[src/rtl/mips_trace_packer.sv]
// mips_trace_packer: retirement-trace capture for the single-cycle MIPS core.
// Samples {seq, pc, inst, v0} once per retiring edge, buffers the records in a
// small FIFO and serialises each one as a byte packet over valid/ready.
// Records that arrive while the FIFO is full are dropped and counted.
//
// Ports:
//   clk_wb      core write-back clock, one retirement per rising edge
//   rst         asynchronous active-high reset
//   cap_en      capture enable
//   pc_in       core PC
//   inst_in     core current instruction
//   v0_in       core $v0
//   tx_data     stream byte
//   tx_valid    tx_data valid
//   tx_ready    sink accepts the byte
//   fifo_level  records currently buffered
//   overflow    sticky flag, at least one record dropped
//   drop_cnt    dropped-record count, saturating
//   busy        a packet is in flight or records are buffered
//
// Optional feature: define TRACE_CHECKSUM_EN to append an XOR checksum byte
// covering the 14 preceding bytes (header included).
module mips_trace_packer #(
    parameter int unsigned DEPTH = 8,
    parameter int unsigned LVL_W = 4,
    parameter logic [7:0]  HDR   = 8'hA5
) (
    input  logic             clk_wb,
    input  logic             rst,
    input  logic             cap_en,
    input  logic [31:0]      pc_in,
    input  logic [31:0]      inst_in,
    input  logic [31:0]      v0_in,
    output logic [7:0]       tx_data,
    output logic             tx_valid,
    input  logic             tx_ready,
    output logic [LVL_W-1:0] fifo_level,
    output logic             overflow,
    output logic [15:0]      drop_cnt,
    output logic             busy
);

    localparam int unsigned AW    = $clog2(DEPTH);
    localparam int unsigned PTR_W = AW + 1;
    localparam int unsigned REC_W = 104;
`ifdef TRACE_CHECKSUM_EN
    localparam int unsigned NBYTES = 15;
`else
    localparam int unsigned NBYTES = 14;
`endif
    localparam logic [3:0] LAST_IDX = 4'(NBYTES - 1);

    typedef enum logic {
        IDLE = 1'b0,
        SEND = 1'b1
    } state_t;

    state_t             state, state_nxt;
    logic [PTR_W-1:0]   wr_ptr, rd_ptr, wr_nxt, rd_nxt;
    logic [PTR_W-1:0]   level;
    logic [7:0]         seq, seq_nxt;
    logic [REC_W-1:0]   mem [DEPTH];
    logic [REC_W-1:0]   shreg, shreg_nxt;
    logic [3:0]         byte_idx, idx_nxt;
    logic [7:0]         data_nxt;
    logic               valid_nxt, ovf_nxt, busy_nxt;
    logic [15:0]        drop_nxt;
    logic               push, pop, full;
`ifdef TRACE_CHECKSUM_EN
    logic [7:0]         csum, csum_nxt;
`endif

    assign level      = wr_ptr - rd_ptr;
    assign full       = (level == PTR_W'(DEPTH));
    assign fifo_level = LVL_W'(level);

    // Next-state, FIFO control and output logic
    always_comb begin
        state_nxt = state;
        data_nxt  = tx_data;
        valid_nxt = tx_valid;
        shreg_nxt = shreg;
        idx_nxt   = byte_idx;
        seq_nxt   = seq;
        ovf_nxt   = overflow;
        drop_nxt  = drop_cnt;
        push      = 1'b0;
        pop       = 1'b0;
        wr_nxt    = wr_ptr;
        rd_nxt    = rd_ptr;
`ifdef TRACE_CHECKSUM_EN
        csum_nxt  = csum;
`endif

        unique case (state)
            IDLE: begin
                if (level != '0) begin
                    pop       = 1'b1;
                    shreg_nxt = mem[rd_ptr[AW-1:0]];
                    idx_nxt   = 4'd0;
                    data_nxt  = HDR;
                    valid_nxt = 1'b1;
                    state_nxt = SEND;
`ifdef TRACE_CHECKSUM_EN
                    csum_nxt  = 8'h00;
`endif
                end
            end
            SEND: begin
                if (tx_valid && tx_ready) begin
                    if (byte_idx == LAST_IDX) begin
                        valid_nxt = 1'b0;
                        state_nxt = IDLE;
                    end else begin
                        idx_nxt   = byte_idx + 4'd1;
                        data_nxt  = shreg[REC_W-1 -: 8];
                        shreg_nxt = {shreg[REC_W-9:0], 8'h00};
`ifdef TRACE_CHECKSUM_EN
                        // Running XOR of every byte already accepted
                        csum_nxt = csum ^ tx_data;
                        if (byte_idx == LAST_IDX - 4'd1) begin
                            data_nxt = csum_nxt;
                        end
`endif
                    end
                end
            end
            default: state_nxt = IDLE;
        endcase

        // A full FIFO still accepts when the same edge pops the head
        if (cap_en) begin
            seq_nxt = seq + 8'd1;
            if (!full || pop) begin
                push = 1'b1;
            end else begin
                ovf_nxt = 1'b1;
                if (drop_cnt != 16'hFFFF) begin
                    drop_nxt = drop_cnt + 16'd1;
                end
            end
        end

        if (push) wr_nxt = wr_ptr + PTR_W'(1);
        if (pop)  rd_nxt = rd_ptr + PTR_W'(1);

        busy_nxt = (state_nxt == SEND) || (wr_nxt != rd_nxt);
    end

    // State and output registers
    always_ff @(posedge clk_wb or posedge rst) begin
        if (rst) begin
            state    <= IDLE;
            wr_ptr   <= '0;
            rd_ptr   <= '0;
            seq      <= 8'h00;
            shreg    <= '0;
            byte_idx <= 4'd0;
            tx_data  <= 8'h00;
            tx_valid <= 1'b0;
            overflow <= 1'b0;
            drop_cnt <= 16'h0000;
            busy     <= 1'b0;
`ifdef TRACE_CHECKSUM_EN
            csum     <= 8'h00;
`endif
        end else begin
            state    <= state_nxt;
            wr_ptr   <= wr_nxt;
            rd_ptr   <= rd_nxt;
            seq      <= seq_nxt;
            shreg    <= shreg_nxt;
            byte_idx <= idx_nxt;
            tx_data  <= data_nxt;
            tx_valid <= valid_nxt;
            overflow <= ovf_nxt;
            drop_cnt <= drop_nxt;
            busy     <= busy_nxt;
`ifdef TRACE_CHECKSUM_EN
            csum     <= csum_nxt;
`endif
        end
    end

    // Record storage; contents are don't-care until written
    always_ff @(posedge clk_wb) begin
        if (push) begin
            mem[wr_ptr[AW-1:0]] <= {seq, pc_in, inst_in, v0_in};
        end
    end

endmodule

[config.mk]
export PLATFORM = sky130hd
export DESIGN_NAME = mips_trace_packer
export DESIGN_NICKNAME = d
export VERILOG_FILES = /design/src/rtl/mips_trace_packer.sv
export SDC_FILE = /design/constraint.sdc
export NUM_CORES = 1
export LEC_CHECK = 0
export BUFFER_PORTS_ARGS = -buffer_cell sky130_fd_sc_hd__buf_2
export CAP_MARGIN = 20
export CORE_AREA = 2 2 253 255
export DETAILED_ROUTE_END_ITERATION = 10
export DIE_AREA = 0 0 255 257
export GPL_ROUTABILITY_DRIVEN = 0
export MAX_ROUTING_LAYER = met4
export PLACE_DENSITY = 0.78
export SYNTH_ARGS = -nofsm -noshare
export SYNTH_HDL_FRONTEND = slang
export SYNTH_SLANG_ARGS = --single-unit
[constraint.sdc]
create_clock -name clk_wb -period 11 [get_ports clk_wb]
set_clock_uncertainty 0.05 [all_clocks]
set_input_delay 0 -clock clk_wb [delete_from_list [all_inputs] [get_ports clk_wb]]
set_output_delay 0 -clock clk_wb [all_outputs]
set_load 0.01 [all_outputs]
Yosys cells after proc, flatten, opt, wreduce, memory -nomap -nowiden
Memory sizes are Yosys's and may differ from the RTL's.
Index checks and enable logic that the tools add are counted.

word-level totals
  register bits after elaboration = 152
  word-level logic and storage cells = 64
  memories = 1
  RAM bits = 832
  output and inout bits = 31

operators by class
  reduce and logical (&&, ||, !) cells = 9
  eq/ne operators = 8
  bitwise logic cells = 2
  add/sub/neg operators = 6
  mux-type cells = 27

memory list
  name  words  width  read ports  clocked after memory_dff  wr ports  line  text
  mem   8      104    1           0                         1         62    logic [REC_W-1:0] mem [DEPTH];

operators with widths
  operator               count
  $mux 104               3
  $pmux 104 s2           1
  $mux 8                 3
  $mux 4                 5
  $add 16x1->16 const B  1
  $ne 16x16->1 const B   1
  $pmux 8 s2             1
  $add 4x1->4 const B    3
  $mux 1                 11
  $reduce_and 3->1       3
  $add 8x1->8 const B    1
  $eq 4x4->1 const B     2
  $pmux 4 s2             1
  $ne 2x1->1 const B     2
  $ne 2x2->1 const B     2
  $ne 4x4->1             1
  $pmux 1 s2             2
  $reduce_bool 4->1      1
  $sub 4x4->4            1
  $logic_or 1x1->1       2
  $not 1->1              2
  $reduce_and 2->1       1
  $logic_and 1x1->1      1
  $logic_not 1->1        1

Longest topological paths before layout
Gate-level depths: netlist of the first run.

  word-level depth = 10
  depth in mapped cells = 13

Worst setup path before layout of the first run
Ideal clock, no wire load.

  kind = reg2reg
  from = register rd_ptr[1]
  to = memory mem[0][0], enable pin
  cell stages (with the launch flop) = 10
  required time = 10.256 ns
  data arrival time = 8.983 ns
  path buffers = 2
  setup slack = 1.273 ns
  cells stage by stage = dfrtp_1 clkbuf_1 inv_2 clkbuf_1 fa_1 nor2b_1 nand3_1 a21o_1 nand3_1 nor3_1

on the way
  longest elaborated chain between the ends = 9
  elaborated cells on any way between the ends = 11

RTL lines
  element                         line  text
  from (decl)                     59    logic [PTR_W-1:0] wr_ptr, rd_ptr, wr_nxt, rd_nxt;
  from (signal assigned)          170   rd_ptr <= rd_nxt;
  $sub 4x4->4 *                   73    assign level = wr_ptr - rd_ptr;
  via fifo_level[1]               37    output logic [LVL_W-1:0] fifo_level,
  $reduce_bool 4->1               97    if (level != '0) begin
  $mux 1                          97
  $mux 1                          95    unique case (state)
  $logic_or 1x1->1 *              134   if (!full || pop) begin
  $mux 1 *                        134
  $mux 1 *                        132   if (cap_en) begin
  $mux 1 *                        187   if (push) begin
  $mux 1 (not written as such) *  188   mem[wr_ptr[AW-1:0]] <= {seq, pc_in, inst_in, v0_in};
  to (decl)                       62

Mark *: on every way through the listed nets, which the timed path passes. The rest lies on a longest branch.

Worst setup path after layout of the first run
  from = register rd_ptr[1]
  to = memory mem[6][67], enable pin

on the way
  longest elaborated chain between the ends = 9
  elaborated cells on any way between the ends = 11

RTL lines
  element                         line
  $sub 4x4->4 *                   73
  $reduce_bool 4->1               97
  $mux 1                          97
  $mux 1                          95
  $logic_or 1x1->1 *              134
  $mux 1 *                        134
  $mux 1 *                        132
  $mux 1 *                        187
  $mux 1 (not written as such) *  188

Mark *: on every way between the ends. The rest lies on a longest branch, timed or not.

==> summary.txt, run 1 <==
Run status
  – Status: complete, no violations

Logic synthesis
  – Warnings from Yosys: 0
  – Seq/Total Area, Yosys: 76.1%
  – Netlist Area Pre-Place: 37800 um2
  – Ys flop type: edfxtp_1
  – Synth Instances: 2095
  – Syn_nets: 2205
  – Post-synth EDFFs: 832
  – Mapped Avg Cell Area: 18.1 um2
  – Yosys reg bits: 984
  – Async SR Flop Fraction: 15.4%
  – Netlist cell types: 43

Floorplanning
  – Core area: 62700 um2
  – FP Rows: 92
  – Starting Density: 60.3%
  – Die W: 255 um
  – Die height: 257 um
  – IO Pins: 131
  – Die ar.: 65500 um2

Route
  – Total wire length: 83300 um
  – Drt pass-1 iters: 6
  – Via count: 20300
  – DRC errors left: 0
  – DR vias/cell: 6.20
  – Final ANT Viol Nets: 0
  – DR iter-0 viols: 2386
  – DR WL/cell: 25.5 um

Global route
  – Global route total overflow: 0
  – Vias in the first global route: 21200
  – Largest net degree at the start of global routing: 104
  – Global-route wire length before repair: 128000 um
  – Initial antenna violation count: 7
  – Total track usage: 27.0%

CTS
  – CTS clk-pin slew, worst paths: 60 ps
  – Root buffer cell: clkbuf_16
  – Worst skew pair latency: 650 ps
  – Number of buffers created by CTS: 95
  – CTS sink cnt: 984
  – Post_cts resized: 0
  – Worst-case clock buffer depth: 3
  – CTS tree: yes
  – Post-CTS Setup Bufs: 0
  – H-tree depth: 3
  – # hold bufs at CTS: 99

Setup path
  – Crit-path max FO: 57
  – CP startpoint kind: register
  – Setup Crit Path Kind: reg -> reg
  – Setup crit end kind: register
  – CP arrival: 6040 ps
  – Req. time, crit path: 11210 ps

Pwr
  – Reg power frac: 47.1%
  – Sw Pwr: 0.00314 W
  – Leakage: 15.0 nW
  – Int Power: 0.00779 W
  – Comb pwr share: 21.6%
  – Peak VDD IR: 0.000169 V
  – Power per cell area: 250 nW/um2
  – Sw Share: 28.8%
  – Clock network fraction of total power: 31.3%

Placement
  – HPWL Detailed: 43400 um
  – PortBufs: 130
  – Placed Cells incl. Taps: 2981

Finish
  – Area growth, synth to finish: 15.5%
  – Net count, final: 2441
  – Most frequent cells in the layout: 832 x edfxtp_1, 320 x nand2_1, 208 x mux4_2
  – Share of cells above drive strength 1: 22.3%
  – Non-filler instance count after layout: 3267
  – Most common cell after layout, fill and taps aside: edfxtp_1
  – Filler cell count: 3752

STA
  – Max Slew Vio Count: 0
  – RSZ-0062 raised after global routing: no
  – Worst-margin pin slew: 1110 ps
  – Final worst path period need: 5830 ps
  – F_max: 0.172 GHz
  – Endpoints failing setup: 0
  – Hold Vio Cnt, Final: 0
  – TNS Setup: 0 ps
  – Final Cycle Share: 53.0%
  – Worst rel slew slack: 26.2%

Hold path
  – HP Class: in -> async

Flow run
  – MaxCap Viol Count: 0
==> path summary, 6_finish.rpt <==
path,slack (ps),from,to,cells past startpoint
setup / recovery,5170,rd_ptr[1]$_DFF_PP0_,mem[6][67]$_DFFE_PP_,10
hold / removal,10,rst,tx_data[7]$_DFFE_PP0P_,3
setup reg to reg,5170,rd_ptr[1]$_DFF_PP0_,mem[6][67]$_DFFE_PP_,10
hold reg to reg,430,shreg[83]$_DFFE_PP0P_,shreg[83]$_DFFE_PP0P_,2
max in group asynchronous,9280,rst,rd_ptr[2]$_DFF_PP0_,4
min in group clk_wb,100,v0_in[19],mem[3][19]$_DFFE_PP_,2
==> stage by stage <==
step	hold WS [ps]	util, %	area (um2)	power [W]	worst slack [ps]
2_1_floorplan	48.9	-	37800	0.00685	1270
3_3_place_gp	161	62.7	39400	0.00743	5300
3_5_place_dp	172	62.7	39400	0.00752	5130
4_1_cts	35.7	69.6	43700	0.0110	5160
5_1_grt	103	69.7	43700	0.0114	4910
6_report	11.2	69.7	43700	0.0109	5170
==> synthesized netlist by cell type, types with 3 or more instances <==
library cell  instances  area [um2]
a21oi_1             196         981
and4_1                4        35.0
buf_2                33         165
edfxtp_1            832       25000
nor2_1               19        71.3
nand3_1              20         100
clkbuf_1             54         203
xor2_1               16         140
a31oi_1               5        31.3
and3_1                3        18.8
buf_1                32         120
ha_1                  9         113
a211o_1               3        26.3
mux4_2              208        4680
inv_1                15        56.3
nand2b_1              4        25.0
mux2i_1               9        90.1
nor3_1                4        20.0
nand2_1             320        1200
dfrtp_1             152        3800
o21ai_1              51         255
o21ai_0              61         305
nand4_1               5        31.3
xnor2_1              15         131
==> cell type report <==
type | instances | area (um2) | area share (%)
timing repair buffer | 258 | 1860 | 4.25
clock buffer | 130 | 2710 | 6.20
antenna | 7 | 17.5 | 0.0401
inverter | 17 | 72.6 | 0.166
clock inverter | 50 | 636 | 1.45
multi-input combinational | 975 | 8550 | 19.6
sequential | 984 | 28800 | 65.9
tap | 846 | 1060 | 2.42
==> worst max-delay path, stage by stage (launching register included) <==
cell,delay (ps)
dfrtp_4,930
clkinv_2,410
buf_4,420
ha_1,270
a21oi_1,320
a21o_4,210
a21o_1,190
nand3_1,350
nor2_4,750
buf_4,610
buf_4,860
==> metal layers <==
layer | GRT usage (%) | share of wire (%) | up-vias
met3 | 4.73 | 7.8 | 177
met5 | - | 0 | -
met4 | 8.80 | 2.7 | 0
met1 | 36.6 | 39 | 10500
met2 | 42.4 | 50 | 979
li1 | - | - | 8660
==> sequential cells by signal, indices dropped and copies added (netlist names) <==
register / count
mem: 832
drop_cnt: 16
rd_ptr: 4
state: 1
wr_ptr: 4
busy: 1
seq: 8
byte_idx: 4
tx_valid: 1
overflow: 1
tx_data: 8
shreg: 104
==> cell families (layout without fill, tap and decap cells) <==
family,count (synthesis),in the layout,share of synthesized area (%)
mux,219,219,12.7
buf+inv,136,455,1.46
other cells,0,7,0
compound gates,323,323,4.40
xor+xnor,33,33,0.840
simple gates,390,390,4.19
fa+ha+maj,10,10,0.351
flops,984,984,76.1
==> power groups by stage <==
stage | clock network [W] | registers (W) | logic (W)
6_report | 0.00342 | 0.00515 | 0.00236
5_1_grt | 0.00360 | 0.00520 | 0.00257
4_1_cts | 0.00346 | 0.00514 | 0.00238
3_5_place_dp | 0 | 0.00520 | 0.00232
3_3_place_gp | 0 | 0.00515 | 0.00227
2_1_floorplan | 0 | 0.00509 | 0.00176
(Power assumes the default switching activity.)
==> run 2, diff against run 1 <==
- CORE_AREA: 2 2 253 255 -> 2 2 263 265
- DIE_AREA: 0 0 255 257 -> 0 0 265 267
- PLACE_DENSITY: 0.78 -> 0.76
- clock period: 11 -> 4.9 ns (I/O delays scaled with it)
==> run 2 against run 1 <==
Effect of this change:
- final area is 0.93% higher
- total power up 130%
- routed wire length decreased by 2.2%
- utilization is 4.8 points lower
- highest routed layer unchanged
- register-to-register slack worse by 3900 ps
- count of clock-buffer cells in the layout fell by 2
- via count down 0.68%
- largest power group unchanged
- global-route usage is 2.7 points lower
- non-clock buffer count up 8
- sequential power is 120% higher
- combinational power grew 140%
- fmax increased by 60%
==> summary.txt, run 2 (synthesis gave the netlist of run 1 again) <==
Run status
  – Status: complete, no violations

STA
  – Hold Vio Cnt, Final: 0
  – F_max: 0.274 GHz
  – Endpoints failing setup: 0
  – Final worst path period need: 3650 ps
  – Final Cycle Share: 74.5%
  – Max Slew Vio Count: 0
  – Worst setup margin: 1250 ps
  – Worst-margin pin slew: 1130 ps
  – TNS Setup: 0 ps
  – RSZ-0062 raised after global routing: no
  – Worst rel slew slack: 24.5%

Setup path
  – Slowest stage delay, CP: 790 ps
  – CP startpoint kind: register
  – R2r endpoint: shreg[83]$_DFFE_PP0P_
  – Worst-path cell chain: inv_1, ha_1, inv_1, fa_1, xnor2_1, and2_1, a31oi_1, nor2_4, buf_4, o21ai_0
  – Setup Crit Path Kind: reg -> reg
  – Req. time, crit path: 5310 ps
  – R2r startpoint: wr_ptr[0]$_DFF_PP0_
  – CP arrival: 4060 ps
  – Setup crit end kind: register
  – Reg2reg path depth: 10
  – FF-to-FF setup slack: 1250 ps
  – CP most frequent cell: inv_1
  – Crit-path slowest cell: buf_4
  – Crit-path max FO: 108

Route
  – Drt pass-1 iters: 5
  – DR vias/cell: 6.08
  – Final ANT Viol Nets: 0
  – Via count: 20100
  – DR iter-0 viols: 2053
  – DRC errors left: 0
  – Total wire length: 81400 um
  – DR WL/cell: 24.6 um

Hold path
  – HP Class: in -> async

Floorplanning
  – Core area: 68000 um2
  – Die W: 265 um
  – Die ar.: 70800 um2
  – IO Pins: 131
  – Die height: 267 um
  – FP Rows: 96
  – Starting Density: 55.7%

Finish
  – Share of cells above drive strength 1: 22.9%
  – Net count, final: 2451
  – Non-filler instance count after layout: 3313
  – Largest register FFs: 832
  – Most common cell after layout, fill and taps aside: edfxtp_1
  – Final core occ: 64.9%
  – Most frequent cells in the layout: 832 x edfxtp_1, 320 x nand2_1, 208 x mux4_2
  – Area growth, synth to finish: 16.6%

CTS
  – Number of buffers created by CTS: 97
  – Post-CTS Setup Bufs: 0
  – H-tree depth: 3
  – CTS sink cnt: 984
  – Worst-case clock buffer depth: 3
  – Worst skew pair latency: 650 ps
  – Root buffer cell: clkbuf_16
  – CTS tree: yes
  – CTS clk-pin slew, worst paths: 70 ps

Pwr
  – Power per cell area: 562 nW/um2
  – Leakage: 15.1 nW
  – Tot Pwr: 0.0248 W
  – Peak VDD IR: 0.000473 V

Global route
  – Largest net degree at the start of global routing: 134
  – Global route total overflow: 0
  – Initial antenna violation count: 7
  – Global-route wire length before repair: 126000 um
  – Vias in the first global route: 21200
  – Total track usage: 24.4%

Placement
  – Post-Place Setup Slack: 1310 ps
  – Placed Cells incl. Taps: 3025
  – HPWL Detailed: 42700 um
  – PortBufs: 130

Flow run
  – MaxCap Viol Count: 0
==> run 2: cell types whose count changed in the layout (fill, tap and decap cells not counted), sizes merged <==
cell / before / now
clkbuf: 130 / 128
clkinvlp: 7 / 6
clkinv: 30 / 29
diode: 7 / 8
bufinv: 13 / 16
buf: 159 / 167
inv: 17 / 19
==> run 2: worst max-delay path by stage <==
stage	startpoint	to	slack, ps	cells after the start
after floorplan	rd_ptr[1]$_DFF_PP0_	mem[3][0]$_DFFE_PP_	-180	9
after global placement	rd_ptr[2]$_DFF_PP0_	mem[1][26]$_DFFE_PP_	1380	9
after detailed placement	rd_ptr[2]$_DFF_PP0_	mem[1][32]$_DFFE_PP_	1310	9
after CTS	rd_ptr[2]$_DFF_PP0_	mem[1][14]$_DFFE_PP_	1240	9
after global routing	wr_ptr[0]$_DFF_PP0_	shreg[83]$_DFFE_PP0P_	970	10
final	wr_ptr[0]$_DFF_PP0_	shreg[83]$_DFFE_PP0P_	1250	10
==> run 2: where the power goes <==
group          internal, W  total [W]  leakage, nW  switching, W
registers           0.0107     0.0113         9.60      0.000604
logic              0.00230    0.00561         3.86       0.00332
clock network      0.00478    0.00789         1.67       0.00311
==> run 2: worst max-delay path, delay by kind of cell (launching register included) <==
kind                     cells  cell delay [ps]
AO/OA/AOI/OAI                2              580
adder cells (fa/ha/maj)      2              550
AND/OR/NAND/NOR              2              480
flip-flops                   1              410
XOR/XNOR                     1              270
buffers and inverters        3             1000
==> run 2: timing repair <==
action / 4_1_cts / 5_1_grt
gates resized for setup: 0 / 0
hold buffers: 99 / 0
hold endpoints to repair: 870 / 0
==> run 2: final cells by class <==
type,instances,area [um2]
clock inverter,53,709
sequential,984,28800
tap,882,1100
inverter,17,72.6
multi-input combinational,975,8570
clock buffer,128,2730
fill,4436,23900
antenna,8,20.0
timing repair buffer,266,2110
==> run 2: routing by layer <==
| metal | GRT usage, % | wire length, um | up-vias |
|---|---|---|---|
| met3 | 3.97 | 5360 | 123 |
| met1 | 32.3 | 33500 | 10500 |
| met4 | 6.72 | 1600 | 0 |
| met2 | 39.8 | 41000 | 840 |
| met5 | - | 0 | - |
| li1 | - | - | 8677 |
==> run 2: per-stage QoR <==
| step | cell area [um2] | hold slack [ps] |
|---|---|---|
| final | 44100 | 17.3 |
| after global placement | 39700 | 168 |
| after floorplan | 37900 | 48.9 |
| after CTS | 44100 | 28.9 |
| after detailed placement | 39700 | 176 |
| after global routing | 44100 | 75.2 |
==> run 3, diff against run 2 <==
- ABC_AREA: unset -> 1
- CORE_AREA: 2 2 263 265 -> 2 2 254 256
- DIE_AREA: 0 0 265 267 -> 0 0 256 258
- PLACE_DENSITY: 0.76 -> 0.79
- clock period: 4.9 -> 3.5 ns (I/O delays scaled with it)
==> run 3 against run 2 <==
Effect of this change:
- via count is 32% higher
- synthesized cell count grew 48%
- die area is 6.7% lower
- fmax up 12%
- routed wire length increased by 19%
- final area rose by 1.7%
- total power increased by 51%
==> summary.txt, run 3 <==
Route
  – DR vias/cell: 6.28
  – DRC errors left: 0
  – DR iter-0 viols: 3584
  – Total wire length: 96800 um
  – Final ANT Viol Nets: 0
  – DR WL/cell: 23.0 um
  – Via count: 26500
  – Drt pass-1 iters: 6

Setup path
  – Worst-path cell chain: inv_2, ha_1, inv_1, fa_1, nor2_1, nand3_1, nor2_2, nand3_4, nand3_1, clkinvlp_4, buf_12, buf_12
  – Reg2reg path depth: 12
  – Worst Setup EP: mem[7][31]$_DFFE_PP_
  – R2r startpoint: wr_ptr[0]$_DFF_PP0_
  – CP delay by family, top: buffers and inverters
  – Slowest stage delay, CP: 460 ps
  – Crit-path max FO: 25
  – Crit-path slowest cell: fa_1
  – Worst Path Buf+Inv: 5
  – Setup crit end kind: register
  – Setup Crit Path Kind: reg -> reg
  – Req. time, crit path: 3860 ps
  – FF-to-FF setup slack: 250 ps
  – Critical Path Stages: 12
  – CP startpoint kind: register
  – CP Launch Point: wr_ptr[0]$_DFF_PP0_
  – CP arrival: 3610 ps
  – R2r endpoint: mem[7][31]$_DFFE_PP_

Pwr
  – Peak VDD IR: 0.00107 V
  – Leakage: 15.6 nW
  – Power per cell area: 837 nW/um2

Global route
  – Global route total overflow: 0
  – Vias in the first global route: 26400
  – Largest net degree at the start of global routing: 212
  – Total track usage: 30.1%
  – Initial antenna violation count: 3
  – Global-route wire length before repair: 149000 um

Finish
  – Filler cell count: 4029
  – Area growth, synth to finish: 15.6%
  – Net count, final: 3387
  – Non-filler instance count after layout: 4217
  – Largest register FFs: 832
  – Share of cells above drive strength 1: 11.1%
  – Most frequent cells in the layout: 832 x edfxtp_1, 517 x o21ai_0, 481 x nor2_1
  – Most common cell after layout, fill and taps aside: edfxtp_1
  – Final core occ: 70.5%

Logic synthesis
  – Synth cell count leaders: 832 x edfxtp_1, 517 x o21ai_0, 489 x nor2_1
  – Warnings from Yosys: 0
  – Seq/Total Area, Yosys: 74.1%
  – Netlist Area Pre-Place: 38800 um2
  – Synth top area share: 64.4%
  – Count leader, synth: edfxtp_1
  – Mapped Avg Cell Area: 12.5 um2
  – Ys flop type: edfxtp_1
  – Netlist cell types: 39
  – Syn_nets: 3205
  – Yosys reg bits: 984
  – Post-synth EDFFs: 832
  – Async SR Flop Fraction: 15.4%
  – Area contributors post-synth: edfxtp_1 64%, dfrtp_1 9.8%, o21ai_0 6.7%, nor2_1 4.7%, o22ai_1 3.6%
  – Synth Instances: 3095
  – Area leader, netlist: edfxtp_1

STA
  – Worst setup margin: 248 ps
  – Max Slew Vio Count: 0
  – RSZ-0062 raised after global routing: no
  – Final worst path period need: 3250 ps
  – Hold Vio Cnt, Final: 0
  – Endpoints failing setup: 0
  – F_max: 0.308 GHz
  – Worst-margin pin slew: 1080 ps
  – Worst rel slew slack: 28.2%
  – Worst hold slack: 95.0 ps
  – Final Cycle Share: 92.9%

Placement
  – PortBufs: 130
  – Post-Place Setup Slack: 284 ps
  – Placed Cells incl. Taps: 3935
  – HPWL Detailed: 53500 um

Floorplanning
  – Starting Density: 61.0%
  – Die ar.: 66000 um2
  – Die W: 256 um
  – IO Pins: 131
  – Die height: 258 um
  – Core area: 63600 um2
  – FP Rows: 93

CTS
  – Post_cts resized: 0
  – Worst-case clock buffer depth: 3
  – CTS clk-pin slew, worst paths: 60 ps
  – Root buffer cell: clkbuf_16
  – Number of buffers created by CTS: 95
  – Worst skew pair latency: 660 ps
  – H-tree depth: 3
  – CTS sink cnt: 984
  – CTS tree: yes

Hold path
  – Hold Path Cell Cnt: 2
  – HP Class: in -> reg

Flow run
  – MaxCap Viol Count: 0

Run status
  – Status: complete, no violations
[run 3: what timing repair did]
item                      CTS  global route
buffers inserted            0             0
hold endpoints to repair  950             0
hold buffers              100             0
[run 3: final cells by class]
| cell class | instances | area (um2) | area share (%) |
|---|---|---|---|
| timing repair buffer | 295 | 2580 | 5.75 |
| sequential | 984 | 28800 | 64.2 |
| clock buffer | 138 | 2780 | 6.19 |
| clock inverter | 41 | 452 | 1.01 |
| multi-input combinational | 1821 | 8860 | 19.7 |
| tap | 855 | 1070 | 2.38 |
| antenna | 3 | 7.51 | 0.0167 |
| inverter | 80 | 327 | 0.728 |
[run 3: metrics by stage]
stage	total power, W	area, um2	setup TNS (ps)
final	0.0375	44900	0
after global routing	0.0392	44900	0
after CTS	0.0374	44900	0
after detailed placement	0.0269	40600	0
after global placement	0.0263	40600	0
after floorplan	0.0232	39000	-244080
[run 3: cell families (layout without fill, tap and decap cells)]
family                     Yosys count  count (layout)  share of synthesized area (%)
AOI/OAI and AO/OA                  878             878                           12.4
xor gates and xnor gates            24              24                          0.541
adders and majority gates           10              10                          0.342
buffers and inverters              290             554                           3.31
DFF                                984             984                           74.1
muxes                                5               5                          0.145
other                                0               3                              0
and+or+nand+nor                    904             904                           9.14
[run 3: worst min path at each step]
stage	startpoint	slack [ps]	endpoint
final	pc_in[8]	90	mem[0][72]$_DFFE_PP_
after floorplan	v0_in[0]	50	mem[0][0]$_DFFE_PP_
after CTS	pc_in[8]	90	mem[0][72]$_DFFE_PP_
after global placement	rst	40	seq[3]$_DFFE_PP0P_
after detailed placement	rst	50	seq[3]$_DFFE_PP0P_
after global routing	inst_in[26]	110	mem[0][58]$_DFFE_PP_
[run 3: metal layers]
layer	up-vias	GRT usage (%)	part of all wire [%]
li1	11600	-	-
met4	0	12.7	3.6
met5	-	-	0
met3	250	4.35	9.5
met2	1590	48.3	49
met1	13000	39.2	37
[run 3: worst register-to-register path: cells and delay by family (launching register included)]
kind	cells	cell delay, ps
fa+ha+maj	2	670
flops	1	440
buf+inv	5	1080
simple gates	5	760
[run 3: power by group]
part           total [W]  leakage, nW  internal, W  switching (W)
Combinational     0.0112         4.43      0.00324        0.00794
Sequential        0.0159         9.59       0.0150       0.000874
Clock             0.0104         1.58      0.00617        0.00427
